--- src/rtl/muldiv_unit.sv ---
// Iterative multiply/divide unit: one shift-add or restoring-divide step per cycle on
// operand magnitudes, with sign fix-up applied as the result is written to hi/lo.
//
// state  | meaning
// IDLE   | waiting for start; hi/lo hold the last completed result
// CALC   | WIDTH iteration cycles, counter runs down to zero
// DONE   | one-cycle done pulse; hi/lo already carry the new result
module muldiv_unit #(
  parameter int WIDTH = 32
) (
  input  logic             clk,
  input  logic             rst,
  input  logic             start,
  input  logic [1:0]       op,
  input  logic [WIDTH-1:0] a,
  input  logic [WIDTH-1:0] b,
  input  logic             flush,
  output logic             busy,
  output logic             done,
  output logic [WIDTH-1:0] hi,
  output logic [WIDTH-1:0] lo
);

  localparam int CW = $clog2(WIDTH);

  typedef enum logic [1:0] {
    S_IDLE = 2'd0,
    S_CALC = 2'd1,
    S_DONE = 2'd2
  } state_t;

  state_t r_state;
  state_t w_state_nxt;

  logic [CW-1:0]    r_cnt;
  logic             r_is_div;
  logic             r_neg_q;
  logic             r_neg_r;
  logic             r_div0;
  logic [WIDTH-1:0] r_a;
  logic [WIDTH-1:0] r_mcand;
  logic [WIDTH-1:0] r_acc_hi;
  logic [WIDTH-1:0] r_acc_lo;
  logic [WIDTH-1:0] r_hi;
  logic [WIDTH-1:0] r_lo;

  logic             w_accept;
  logic             w_last;
  logic             w_signed;
  logic             w_a_neg;
  logic             w_b_neg;
  logic [WIDTH-1:0] w_a_mag;
  logic [WIDTH-1:0] w_b_mag;

  assign w_accept = (r_state == S_IDLE) && start && !flush;
  assign w_last   = (r_state == S_CALC) && (r_cnt == '0);
  assign w_signed = ~op[0];
  assign w_a_neg  = w_signed & a[WIDTH-1];
  assign w_b_neg  = w_signed & b[WIDTH-1];
  assign w_a_mag  = w_a_neg ? -a : a;
  assign w_b_mag  = w_b_neg ? -b : b;

  // Multiply step: acc_lo holds the multiplier and shifts out as the product shifts in.
  logic [WIDTH:0]     w_sum;
  logic [WIDTH-1:0]   w_mul_hi;
  logic [WIDTH-1:0]   w_mul_lo;

  assign w_sum    = {1'b0, r_acc_hi} + {1'b0, (r_acc_lo[0] ? r_mcand : {WIDTH{1'b0}})};
  assign w_mul_hi = w_sum[WIDTH:1];
  assign w_mul_lo = {w_sum[0], r_acc_lo[WIDTH-1:1]};

  // Restoring divide step: acc_hi is the partial remainder, acc_lo the dividend/quotient.
  logic [WIDTH:0]     w_shift;
  logic [WIDTH:0]     w_diff;
  logic [WIDTH-1:0]   w_div_hi;
  logic [WIDTH-1:0]   w_div_lo;

  assign w_shift  = {r_acc_hi, r_acc_lo[WIDTH-1]};
  assign w_diff   = w_shift - {1'b0, r_mcand};
  assign w_div_hi = w_diff[WIDTH] ? w_shift[WIDTH-1:0] : w_diff[WIDTH-1:0];
  assign w_div_lo = {r_acc_lo[WIDTH-2:0], ~w_diff[WIDTH]};

  logic [WIDTH-1:0]   w_step_hi;
  logic [WIDTH-1:0]   w_step_lo;
  logic [2*WIDTH-1:0] w_prod;
  logic [2*WIDTH-1:0] w_prod_s;
  logic [WIDTH-1:0]   w_res_hi;
  logic [WIDTH-1:0]   w_res_lo;

  assign w_step_hi = r_is_div ? w_div_hi : w_mul_hi;
  assign w_step_lo = r_is_div ? w_div_lo : w_mul_lo;
  assign w_prod    = {w_mul_hi, w_mul_lo};
  assign w_prod_s  = r_neg_q ? -w_prod : w_prod;

  always_comb begin
    w_res_hi = w_prod_s[2*WIDTH-1:WIDTH];
    w_res_lo = w_prod_s[WIDTH-1:0];
    if (r_is_div) begin
      if (r_div0) begin
        w_res_hi = r_a;
        w_res_lo = '1;
      end else begin
        w_res_hi = r_neg_r ? -w_div_hi : w_div_hi;
        w_res_lo = r_neg_q ? -w_div_lo : w_div_lo;
      end
    end
  end

  always_ff @(posedge clk) begin
    if (rst) r_state <= S_IDLE;
    else     r_state <= w_state_nxt;
  end

  always_comb begin
    w_state_nxt = r_state;
    busy        = (r_state != S_IDLE);
    done        = (r_state == S_DONE);
    if (flush) begin
      w_state_nxt = S_IDLE;
    end else begin
      case (r_state)
        S_IDLE:  if (start) w_state_nxt = S_CALC;
        S_CALC:  if (r_cnt == '0) w_state_nxt = S_DONE;
        S_DONE:  w_state_nxt = S_IDLE;
        default: w_state_nxt = S_IDLE;
      endcase
    end
  end

  always_ff @(posedge clk) begin
    if (rst) begin
      r_cnt    <= '0;
      r_is_div <= 1'b0;
      r_neg_q  <= 1'b0;
      r_neg_r  <= 1'b0;
      r_div0   <= 1'b0;
      r_a      <= '0;
      r_mcand  <= '0;
      r_acc_hi <= '0;
      r_acc_lo <= '0;
      r_hi     <= '0;
      r_lo     <= '0;
    end else if (w_accept) begin
      r_cnt    <= CW'(WIDTH - 1);
      r_is_div <= op[1];
      r_neg_q  <= w_a_neg ^ w_b_neg;
      r_neg_r  <= w_a_neg;
      r_div0   <= op[1] && (b == '0);
      r_a      <= a;
      r_mcand  <= w_b_mag;
      r_acc_hi <= '0;
      r_acc_lo <= w_a_mag;
    end else if ((r_state == S_CALC) && !flush) begin
      r_cnt    <= r_cnt - CW'(1);
      r_acc_hi <= w_step_hi;
      r_acc_lo <= w_step_lo;
      // Final iteration: result lands on hi/lo on the same edge that enters DONE.
      if (w_last) begin
        r_hi <= w_res_hi;
        r_lo <= w_res_lo;
      end
    end
  end

  assign hi = r_hi;
  assign lo = r_lo;

endmodule

--- config.mk ---
export PLATFORM = sky130hd
export DESIGN_NAME = muldiv_unit
export DESIGN_NICKNAME = d
export VERILOG_FILES = /design/src/rtl/muldiv_unit.sv
export SDC_FILE = /design/constraint.sdc
export NUM_CORES = 1
export LEC_CHECK = 0
export BUFFER_PORTS_ARGS = -buffer_cell sky130_fd_sc_hd__buf_4
export CAP_MARGIN = 20
export CORE_MARGIN = 2
export CORE_UTILIZATION = 57
export CTS_BUF_LIST = sky130_fd_sc_hd__clkbuf_4
export CTS_CLUSTER_DIAMETER = 30
export DETAILED_ROUTE_END_ITERATION = 12
export GPL_TIMING_DRIVEN = 1
export PLACE_DENSITY = 0.77
export SLEW_MARGIN = 0
export SYNTH_ARGS = -nofsm -noshare
export SYNTH_HDL_FRONTEND = slang
export SYNTH_SLANG_ARGS = --single-unit
--- constraint.sdc ---
create_clock -name clk -period 5.1 [get_ports clk]
set_input_delay 1.02 -clock clk [delete_from_list [all_inputs] [get_ports clk]]
set_output_delay 1.02 -clock clk [all_outputs]
set_load 0.02 [all_outputs]
* Word-level counts from Yosys, hierarchy flattened
Cells that the tools add are included.
** Word-level totals
- Register bits after elaboration :: 203
- Bits of input ports :: 70
- Output and inout bits :: 66
- Logic and storage cells :: 65
** Cells by class
- Mux-type cells :: 20
- Add/sub/neg operators :: 8
- Bitwise gates (word level) :: 6
- Equality and inequality tests :: 4
- Reductions and logical operators :: 15
** Operators by type and width (count)
- 32-bit two-way mux :: 14
- 32-bit negator :: 4
- 64-bit two-way mux :: 1
- 64-bit negator :: 1
- 32-bit by 32-bit adder with 33-bit output :: 1
- 33-bit by 32-bit subtractor with 33-bit output :: 1
- 32-bit logical NOT :: 1
- 5-bit two-way mux :: 2
- 1-bit logical AND :: 5
- 5-bit logical NOT :: 1
- 5-bit by 1-bit subtractor with 5-bit output (second input constant) :: 1
- 2-bit two-way mux :: 2
- 2-bit inequality test (second input constant) :: 2
- 2-bit case mux with 2 select lines :: 1
- 2-bit nonzero test :: 2
- 2-bit OR reduction :: 2
- 1-bit inverter :: 3
- 3-bit AND reduction :: 1
- 1-bit bitwise AND :: 2
- 2-bit by 1-bit == test with 1-bit output (second input constant) :: 1
- 2-bit == test (second input constant) :: 1
- 2-bit logical NOT :: 1
- 2-bit AND reduction :: 1
- 1-bit logical NOT :: 1
- 1-bit bitwise XOR :: 1

* Depth between registers and ports, before layout
Gate-level depths: netlist (run 1).
- Depth in word-level cells :: 6
- Mapped depth :: 23
- Gate-level depth less buffers :: 20

* Worst setup path before layout (run 1)
No wires, ideal clock.
- Path kind :: register to register
- From :: reg r_acc_lo[31]
- To :: reg r_hi[26] (netlist: hi[26])
- Clock period less this slack :: 4906 ps
- Cell stages (with the launch flop) :: 23
- Data required time :: 4983 ps
- Path buffers :: 5
- Arrival :: 4788 ps
- Setup time :: 117 ps
- Slack :: 194 ps
- Path through :: dfxtp_1 -> clkbuf_1 -> inv_1 -> ha_1 -> inv_1 -> fa_1 -> a211oi_2 -> o211ai_2 -> and4_4 -> o21ai_2 -> and2_2 -> o221a_4 -> buf_4 -> buf_2 -> buf_1 -> mux2i_1 -> ha_1 -> o221ai_1 -> or3b_1 -> clkbuf_1 -> nor3b_1 -> mux2i_1 -> a32o_1
** Between the ends
- Longest elaborated chain between the ends :: 6
- Elaborated cells on any way between the ends :: 8
- Those cells by class :: add/sub (3); mux (5)
** RTL lines
- start: declaration :: RTL line 43 : logic [WIDTH-1:0] r_acc_lo;
- start signal: assignment :: RTL line 152 : r_acc_lo <= w_a_mag;
- start signal: assignment :: RTL line 156 : r_acc_lo <= w_step_lo;
- 33-bit by 32-bit subtractor with 33-bit output :: RTL line 79 : assign w_diff = w_shift - {1'b0, r_mcand};
- 32-bit two-way mux :: RTL line 80 : assign w_div_hi = w_diff[WIDTH] ? w_shift[WIDTH-1:0] : w_diff[WIDTH-1:0];
- 32-bit negator :: RTL line 103 : w_res_hi = r_neg_r ? -w_div_hi : w_div_hi;
- 32-bit two-way mux :: RTL line 103
- 32-bit two-way mux :: RTL line 99 : if (r_div0) begin
- 32-bit two-way mux (*) :: RTL line 98 : if (r_is_div) begin
- end signal: assignment :: RTL line 159 : r_hi <= w_res_hi;
- end: declaration :: RTL line 44 : logic [WIDTH-1:0] r_hi;
Every way passes the cells marked *; elsewhere a longest branch is shown, timed or not.
A chain may end at the register's enable or synchronous reset.

* Final worst setup path (run 1)
- From :: reg r_mcand[0]
- To :: reg r_hi[26] (netlist: hi[26])
** Between the ends
- Longest elaborated chain between the ends :: 6
- Elaborated cells on any way between the ends :: 10
- Those cells by class :: add/sub (4); mux (6)
** RTL lines
- start: declaration :: RTL line 41 : logic [WIDTH-1:0] r_mcand;
- start signal: assignment :: RTL line 150 : r_mcand <= w_b_mag;
- 33-bit by 32-bit subtractor with 33-bit output :: RTL line 79
- 32-bit two-way mux :: RTL line 80
- 32-bit negator :: RTL line 103
- 32-bit two-way mux :: RTL line 103
- 32-bit two-way mux :: RTL line 99
- 32-bit two-way mux (*) :: RTL line 98
Marked as above.

==> impl_results.md, run 1 <==
* Status: finished clean
* Ranking of synthesized cells by area: dfxtp_1, xnor2_1, a21oi_1
* Worst R2R Path Depth at 17
* Max-slew headroom at 25.64%
* Synthesized area per cell at approximately 7.4 µm²
* RR Startpoint: r_mcand[0]$_SDFFE_PP0P_
* Initial core utilization at between 50% and 60%
* Most common cell in the synthesized netlist: nand2_1
* HP Class: reg -> reg
* Final Slew Violations at 0
* Post-Synth XOR/XNOR Area at between 10 and 15%
* Gr ovfl total at 0
* # Max-Cap Violations at 0
* Most instantiated cells after synthesis: nand2_1, nor2_1, a21oi_1, dfxtp_1, clkbuf_1
* Post-Synth Simple-Gate Area at 21.99%
* Post-synth EDFFs at 0
* CTS Buf Count at 69
* Die Y at 179.7 µm
* PortBufs at 135
* Period Utilization, post-route at 97.31%
* Largest area contributor in the netlist: dfxtp_1
* Hold-fix buffers, CTS at 0
* #FFs+latches synth at 203
* Layout cells sized above 1 at approximately 14%
* Post-Synthesis Cell Area at ~0.018 mm²
* Final Hold Violating Endpoints at 0
* Setup_tns at 0 ns
* Later-pin clock latency in the skew report at around 0.8 ns
* Post-synth top flop: dfxtp_1
* Final Cell Area at 0.01964 mm²
* CP max stage delay at 0.54 ns
* Layout fillers at around 2.8k
* Root Driver: clkbuf_4
* Max IR drop VDD at ~0.00022 V
* Largest family of logic cells by synthesized area: compound AO/OA/AOI/OAI gates
* GPL Wtd Cong at 0.9730
* Clock Sinks at between 200 and 250
* Die area at 0.03228 mm²
* Hold path cells at 2
* Arrival time worst endpoint at 5.60 ns
* Area after DPL at between 0.015 and 0.02 mm²
* CP endpoint kind: register
* Synth warnings at 0
* Crit Path Class: reg -> reg
* Max Clk Rate at 201.5 MHz
* CP Launch Point: r_mcand[0]$_SDFFE_PP0P_
* Clk buf depth at 3
* NumNets Final at 2,589
* First-pass GRT wire length at 96.84 mm
* CORE AREA at 0.03051 mm²
* Antenna-violating nets left at 0
* CTS tree: done
* Crit Path Max Fanout at 57
* Mux cell area share after synthesis at about 4.3%
* DR DRC count at 0
* Worst-margin pin slew at between 1 and 1.5 ns
* Initial antenna violation count at 1
* Post-Synthesis Cells at 2,376
* Largest net degree at the start of global routing at a little under 90
* Dpl hpwl at 47.64 mm
* Post-synth ARST share at 0%
* Vias in the first global route at 17.40k
* Htree depth at 3
* Vias/cell at around 6.6
* GRT Total Usage at 37.45%
* Register area share after synthesis at 23.10%
* Setup Skew at between 0.06 and 0.07 ns
* Iteration-0 DRC Markers at 2,477
* Top-area cell type share of the netlist area at ~23%
* CP required at ~5.7 ns
* Die Width at approximately 180 µm
* CP Capture Point: hi[26]$_SDFFE_PP0P_
* Routed WL at 63.33 mm
* WL/cell at 21.91 µm
* Clk slew on worst S/H paths at 0.06 ns
* Crit path launch type: register
* RSZ-0062 raised after global routing: false
* Adder-Cell Fraction of Synth Area at 5.278%
* PD cells at 240.7 mW/mm²
* Detailed-route via count at 19.03k
* IO Count at 136
* Post-Syn Nets at 2,519
* Initial DRT Pass Iterations at 8
* Endpoints failing setup at 0
* Number of library cell types mapped by synthesis at 108
* Cell at the slowest stage of the critical path: or3b_1
* LEAKAGE at 7.469 nW
* Fin crit period at 4.963 ns
* Register-to-register setup slack at 0.14 ns
* Crit-path cells: ha_1, inv_1, fa_1, a211oi_2, o211ai_2, and4_4, o21ai_2, and2_2, o221a_4, buf_12, mux2i_1, ha_1, o221ai_1, or3b_1, nor3b_1, mux2i_1, a32o_1
* Synth-to-Final Area Change at 11.63%
* Compound-Gate Fraction of Synth Area at 28.99%
* Cell Rows at 64
* R2r endpoint: hi[26]$_SDFFE_PP0P_
[metrics by stage]
stage / std cells / hold slack (ns) / power [W] / util, % / setup WS, ns
2_1_floorplan: 2376 / 0.4312 / 0.002589 / - / 0.1943
3_3_place_gp: 2771 / 0.4404 / 0.002963 / 61.55 / 0.3765
6_report: 2890 / 0.4530 / 0.004727 / 64.36 / 0.1372
4_1_cts: 2888 / 0.4559 / 0.004693 / 64.29 / 0.2593
5_1_grt: 2890 / 0.4765 / 0.004918 / 64.36 / 0.008716
3_5_place_dp: 2771 / 0.4446 / 0.002980 / 61.55 / 0.2822
[sequential cells by signal, indices dropped and copies added, names as in the netlist]
register and flops:
hi 32, lo 32, r_a 32, r_acc_hi 32
r_acc_lo 32, r_cnt 5, r_div0 1, r_is_div 1
r_mcand 32, r_neg_q 1, r_neg_r 1, r_state 2
[logic make-up after synthesis]
family | Yosys count
compound gates | 756
mux | 75
simple gates | 803
fa+ha+maj | 73
buf+inv | 251
xor+xnor | 215
flops | 203
[worst min-delay path by stage]
| stage | from | end | slack [ns] |
|---|---|---|---|
| after floorplan | r_a[25]$_SDFFE_PP0P_ | r_a[25]$_SDFFE_PP0P_ | 0.43 |
| after global placement | r_a[25]$_SDFFE_PP0P_ | r_a[25]$_SDFFE_PP0P_ | 0.44 |
| after detailed placement | hi[11]$_SDFFE_PP0P_ | hi[11]$_SDFFE_PP0P_ | 0.44 |
| after CTS | lo[2]$_SDFFE_PP0P_ | lo[2]$_SDFFE_PP0P_ | 0.46 |
| after global routing | lo[21]$_SDFFE_PP0P_ | lo[21]$_SDFFE_PP0P_ | 0.48 |
| final | lo[30]$_SDFFE_PP0P_ | lo[30]$_SDFFE_PP0P_ | 0.45 |
[layer usage]
metal	share of wire (%)	wire length (µm)	global-route usage, %	vias to the layer above
li1	-	-	-	8858
met1	42	26420	51.07	8908
met4	4.2	2643	16.65	0
met2	43	27430	56.81	1071
met3	11	6842	8.043	195
met5	0	0	0	-
[cells in the final DEF, fill, tap and decap left out, types with 8 or more instances in the layout]
cell type	count
inv_1	63
and4_1	8
o211ai_1	34
or2_2	12
mux2i_1	69
buf_4	182
o41ai_1	17
a21o_1	30
o22ai_1	11
a211o_1	8
a311oi_1	9
and3_1	18
nor2_1	245
nand4_1	16
a31oi_1	13
xor2_1	67
nor3_1	47
o31ai_1	37
or3_1	24
o21ai_0	108
a21oi_1	215
and2_1	14
or4_1	18
o21a_1	21
nand2_1	271
xnor2_1	148
nand2b_1	16
nand3_1	24
clkinv_1	19
ha_1	71
nor4_1	22
nand3b_1	9
o2111ai_1	10
a211oi_1	117
dfxtp_1	200
clkbuf_4	87
nor2b_1	15
o221ai_1	33
[worst max-delay path: cells and delay by family, from the launching register on]
family | cells | cell delay, ns
AOI/OAI and AO/OA | 6 | 1.38
and+or+nand+nor | 4 | 1.29
adders and majority gates | 3 | 0.86
muxes | 2 | 0.57
buffers and inverters | 2 | 0.36
DFF | 1 | 0.35
[power breakdown]
group          leakage (nW)  internal (W)  total, W  switching (W)
clock network         0.495      0.000903   0.00172       0.000820
logic                  5.32      0.000465   0.00127       0.000805
registers              1.65       0.00165   0.00173      0.0000849
total                  7.47       0.00302   0.00473        0.00171
[layout make-up]
type	instances	area [µm²]	area share [%]
multi-input combinational	1922	12570	64.02
sequential	203	4070	20.73
timing repair buffer	184	1406	7.162
clock buffer	87	653.1	3.326
tap	396	495.5	2.523
inverter	66	251.5	1.281
clock inverter	30	182.7	0.9303
antenna	2	5.005	0.02549
[repair_timing]
| item | 4_1_cts | 5_1_grt |
|---|---|---|
| setup buffers | 0 | 0 |
| gates resized for setup | 0 | 4 |
| endpoints found under the setup margin | 0 | 4 |
No activity file was read; power rests on OpenSTA's default activity.
==> run 2: changes to the inputs <==
--- a/config.mk
+++ b/config.mk
@@ -7,7 +7,7 @@
 export LEC_CHECK = 0
 export BUFFER_PORTS_ARGS = -buffer_cell sky130_fd_sc_hd__buf_4
 export CAP_MARGIN = 20
-export CORE_MARGIN = 2
+export CORE_MARGIN = 5
 export CORE_UTILIZATION = 57
 export CTS_BUF_LIST = sky130_fd_sc_hd__clkbuf_4
 export CTS_CLUSTER_DIAMETER = 30
==> run 2 against run 1 <==
Combinational power about the same. Sequential share of layout area barely moved. Flip-flop and latch count stayed put.
==> impl_results.md, run 2 (synthesis gave the netlist of run 1 again) <==
* Met3 GRT Util at 8.736%
* IO Count at 136
* CTS tree: done
* Utilization after layout at 64.25%
* Postcts setup bufs at 0
* Antenna-violating nets left at 0
* Max Clk Rate at 206.6 MHz
* Max IR drop VDD at 0.0002186 V
* Met2 Use GR at 54.50%
* Die area at 0.03447 mm²
* Clk slew on worst S/H paths at 0.06 ns
* Initial core utilization at 57.66%
* R2r endpoint: hi[26]$_SDFFE_PP0P_
* Layout fillers at 2,785
* Fin crit period at 4.840 ns
* Initial antenna violation count at 2
* Worst Hold End: lo[16]$_SDFFE_PP0P_
* RSZ-0062 raised after global routing: false
* HP Class: reg -> reg
* Worst R2R Path Depth at 15
* DR DRC count at 0
* GRT Total Usage at 35.54%
* Die Width at 185.7 µm
* Register-to-register setup slack at 0.26 ns
* Hold slack at ~0.45 ns
* Final Hold Violating Endpoints at 0
* Vias in the first global route at 17.30k
* CP required at 5.79 ns
* Hold path cells at 2
* PortBufs at 135
* Initial DRT Pass Iterations at 6
* Register Area at 0.004069 mm²
* Die Y at 185.7 µm
* Setup_tns at 0 ns
* Final Slew Violations at 0
* RR Startpoint: r_acc_lo[0]$_SDFFE_PP0P_
* CTS Buf Count at 60
* Period Utilization, post-route at a little over nine tenths
* Endpoints failing setup at 0
* Status: finished clean
* CP endpoint kind: register
* Largest net degree at the start of global routing at 94
* Crit Path Max Fanout at 5
* Grt met1 use at ~48%
* PD cells at roughly 240 mW/mm²
* Crit path launch type: register
* Max-slew headroom at 21.07%
* Most frequent cells in the layout: nand2_1, nor2_1, a21oi_1
* Setup Skew at 0.06217 ns
* LEAKAGE at between 7 and 8 nW
* Worst-margin pin slew at about 1.2 ns
* Layout cells sized above 1 at 13.63%
* WL/cell at 22.07 µm
* # Max-Cap Violations at 0
* CORE AREA at a little over 0.03 mm²
* Worst min-delay path startpoint: lo[16]$_SDFFE_PP0P_
* Later-pin clock latency in the skew report at 0.81 ns
* Crit Path Class: reg -> reg
* Hold-fix buffers, CTS at 0
* Htree depth at 2
* Clock Sinks at 203
* Clk buf depth at 3
* Multi-input gate area at between 0.01 and 0.015 mm²
* Root Driver: clkbuf_4
* Iteration-0 DRC Markers at 2,202
* Routed WL at 63.69 mm
* GRT busiest layer: met2
* Detailed-route via count at around 19k
* First-pass GRT wire length at 96.86 mm
* NumNets Final at 2,586
* Dpl hpwl at 48.71 mm
* GPL Wtd Cong at 1.005
* Cell Rows at 64
* Commonest non-fill, non-tap cell in the layout: nand2_1
* Synth-to-Final Area Change at 11.44%
* Vias/cell at around 6.5
* Arrival time worst endpoint at about 5.5 ns
* Gr ovfl total at 0
==> run 2: cell types whose count changed in the layout (fill, tap and decap cells not counted), sizes merged <==
cell,previous run,this run
buf,184,190
clkbuf,87,75
bufinv,2,3
clkinv,27,29
inv,65,63
==> run 2: final cells by class <==
| cell class | count | area share, % |
|---|---|---|
| multi-input cells | 1922 | 64.10 |
| flip-flops and latches | 203 | 20.76 |
| repair buffers | 190 | 7.340 |
| clock buffers | 75 | 2.872 |
| well taps | 396 | 2.528 |
| inverters | 66 | 1.283 |
| clock inverters | 31 | 1.098 |
| diodes | 2 | 0.02553 |
==> run 2: critical path: stages (launching register included) <==
cell and delay [ns]:
dfxtp_1 0.37, and2_1 0.20, ha_1 0.24, fa_1 0.45, a21o_1 0.18, a21oi_1 0.17, xnor2_1 0.13, or3_1 0.47
nor4b_2 0.39, nor4b_4 0.36, or3b_1 0.45, or4b_4 0.60, nor3_2 0.16, mux2i_1 0.21, o21ai_1 0.07, a32o_1 0.27
==> run 2: worst max path at each step <==
stage                              start             endpoint  slack [ns]  depth (start not counted)
2_1_floorplan  r_acc_lo[31]$_SDFFE_PP0P_  hi[26]$_SDFFE_PP0P_        0.19                         22
3_3_place_gp   r_acc_lo[31]$_SDFFE_PP0P_  lo[22]$_SDFFE_PP0P_        0.45                         19
3_5_place_dp    r_acc_lo[0]$_SDFFE_PP0P_  hi[28]$_SDFFE_PP0P_        0.35                         17
4_1_cts        r_acc_lo[31]$_SDFFE_PP0P_  lo[22]$_SDFFE_PP0P_        0.32                         19
5_1_grt         r_acc_lo[0]$_SDFFE_PP0P_  hi[28]$_SDFFE_PP0P_        0.04                         16
6_report        r_acc_lo[0]$_SDFFE_PP0P_  hi[26]$_SDFFE_PP0P_        0.26                         15
==> run 2: metrics by stage <==
stage	std cells	instance area [µm²]	setup WS [ns]	power (W)
finish	2885	19600	0.2601	0.004623
global route	2884	19600	0.03693	0.004832
CTS	2883	19590	0.3181	0.004610
detailed placement	2777	18810	0.3490	0.002987
global placement	2777	18810	0.4486	0.002970
floorplan	2376	17590	0.1943	0.002589
==> run 2: per-layer routing <==
layer	vias up	share of wire, %
met5	-	0
met1	8815	42
li1	8841	-
met3	174	11
met4	0	4.5
met2	999	43
==> run 2: power by group <==
group | internal (W) | switching (W)
Sequential | 0.00165 | 0.0000920
Clock | 0.000849 | 0.000776
Combinational | 0.000468 | 0.000791
Total | 0.00296 | 0.00166
==> run 2: what timing repair did <==
action	4_1_cts	5_1_grt
hold endpoints to repair	0	0
gates resized for setup	0	2
setup endpoints to repair	0	3
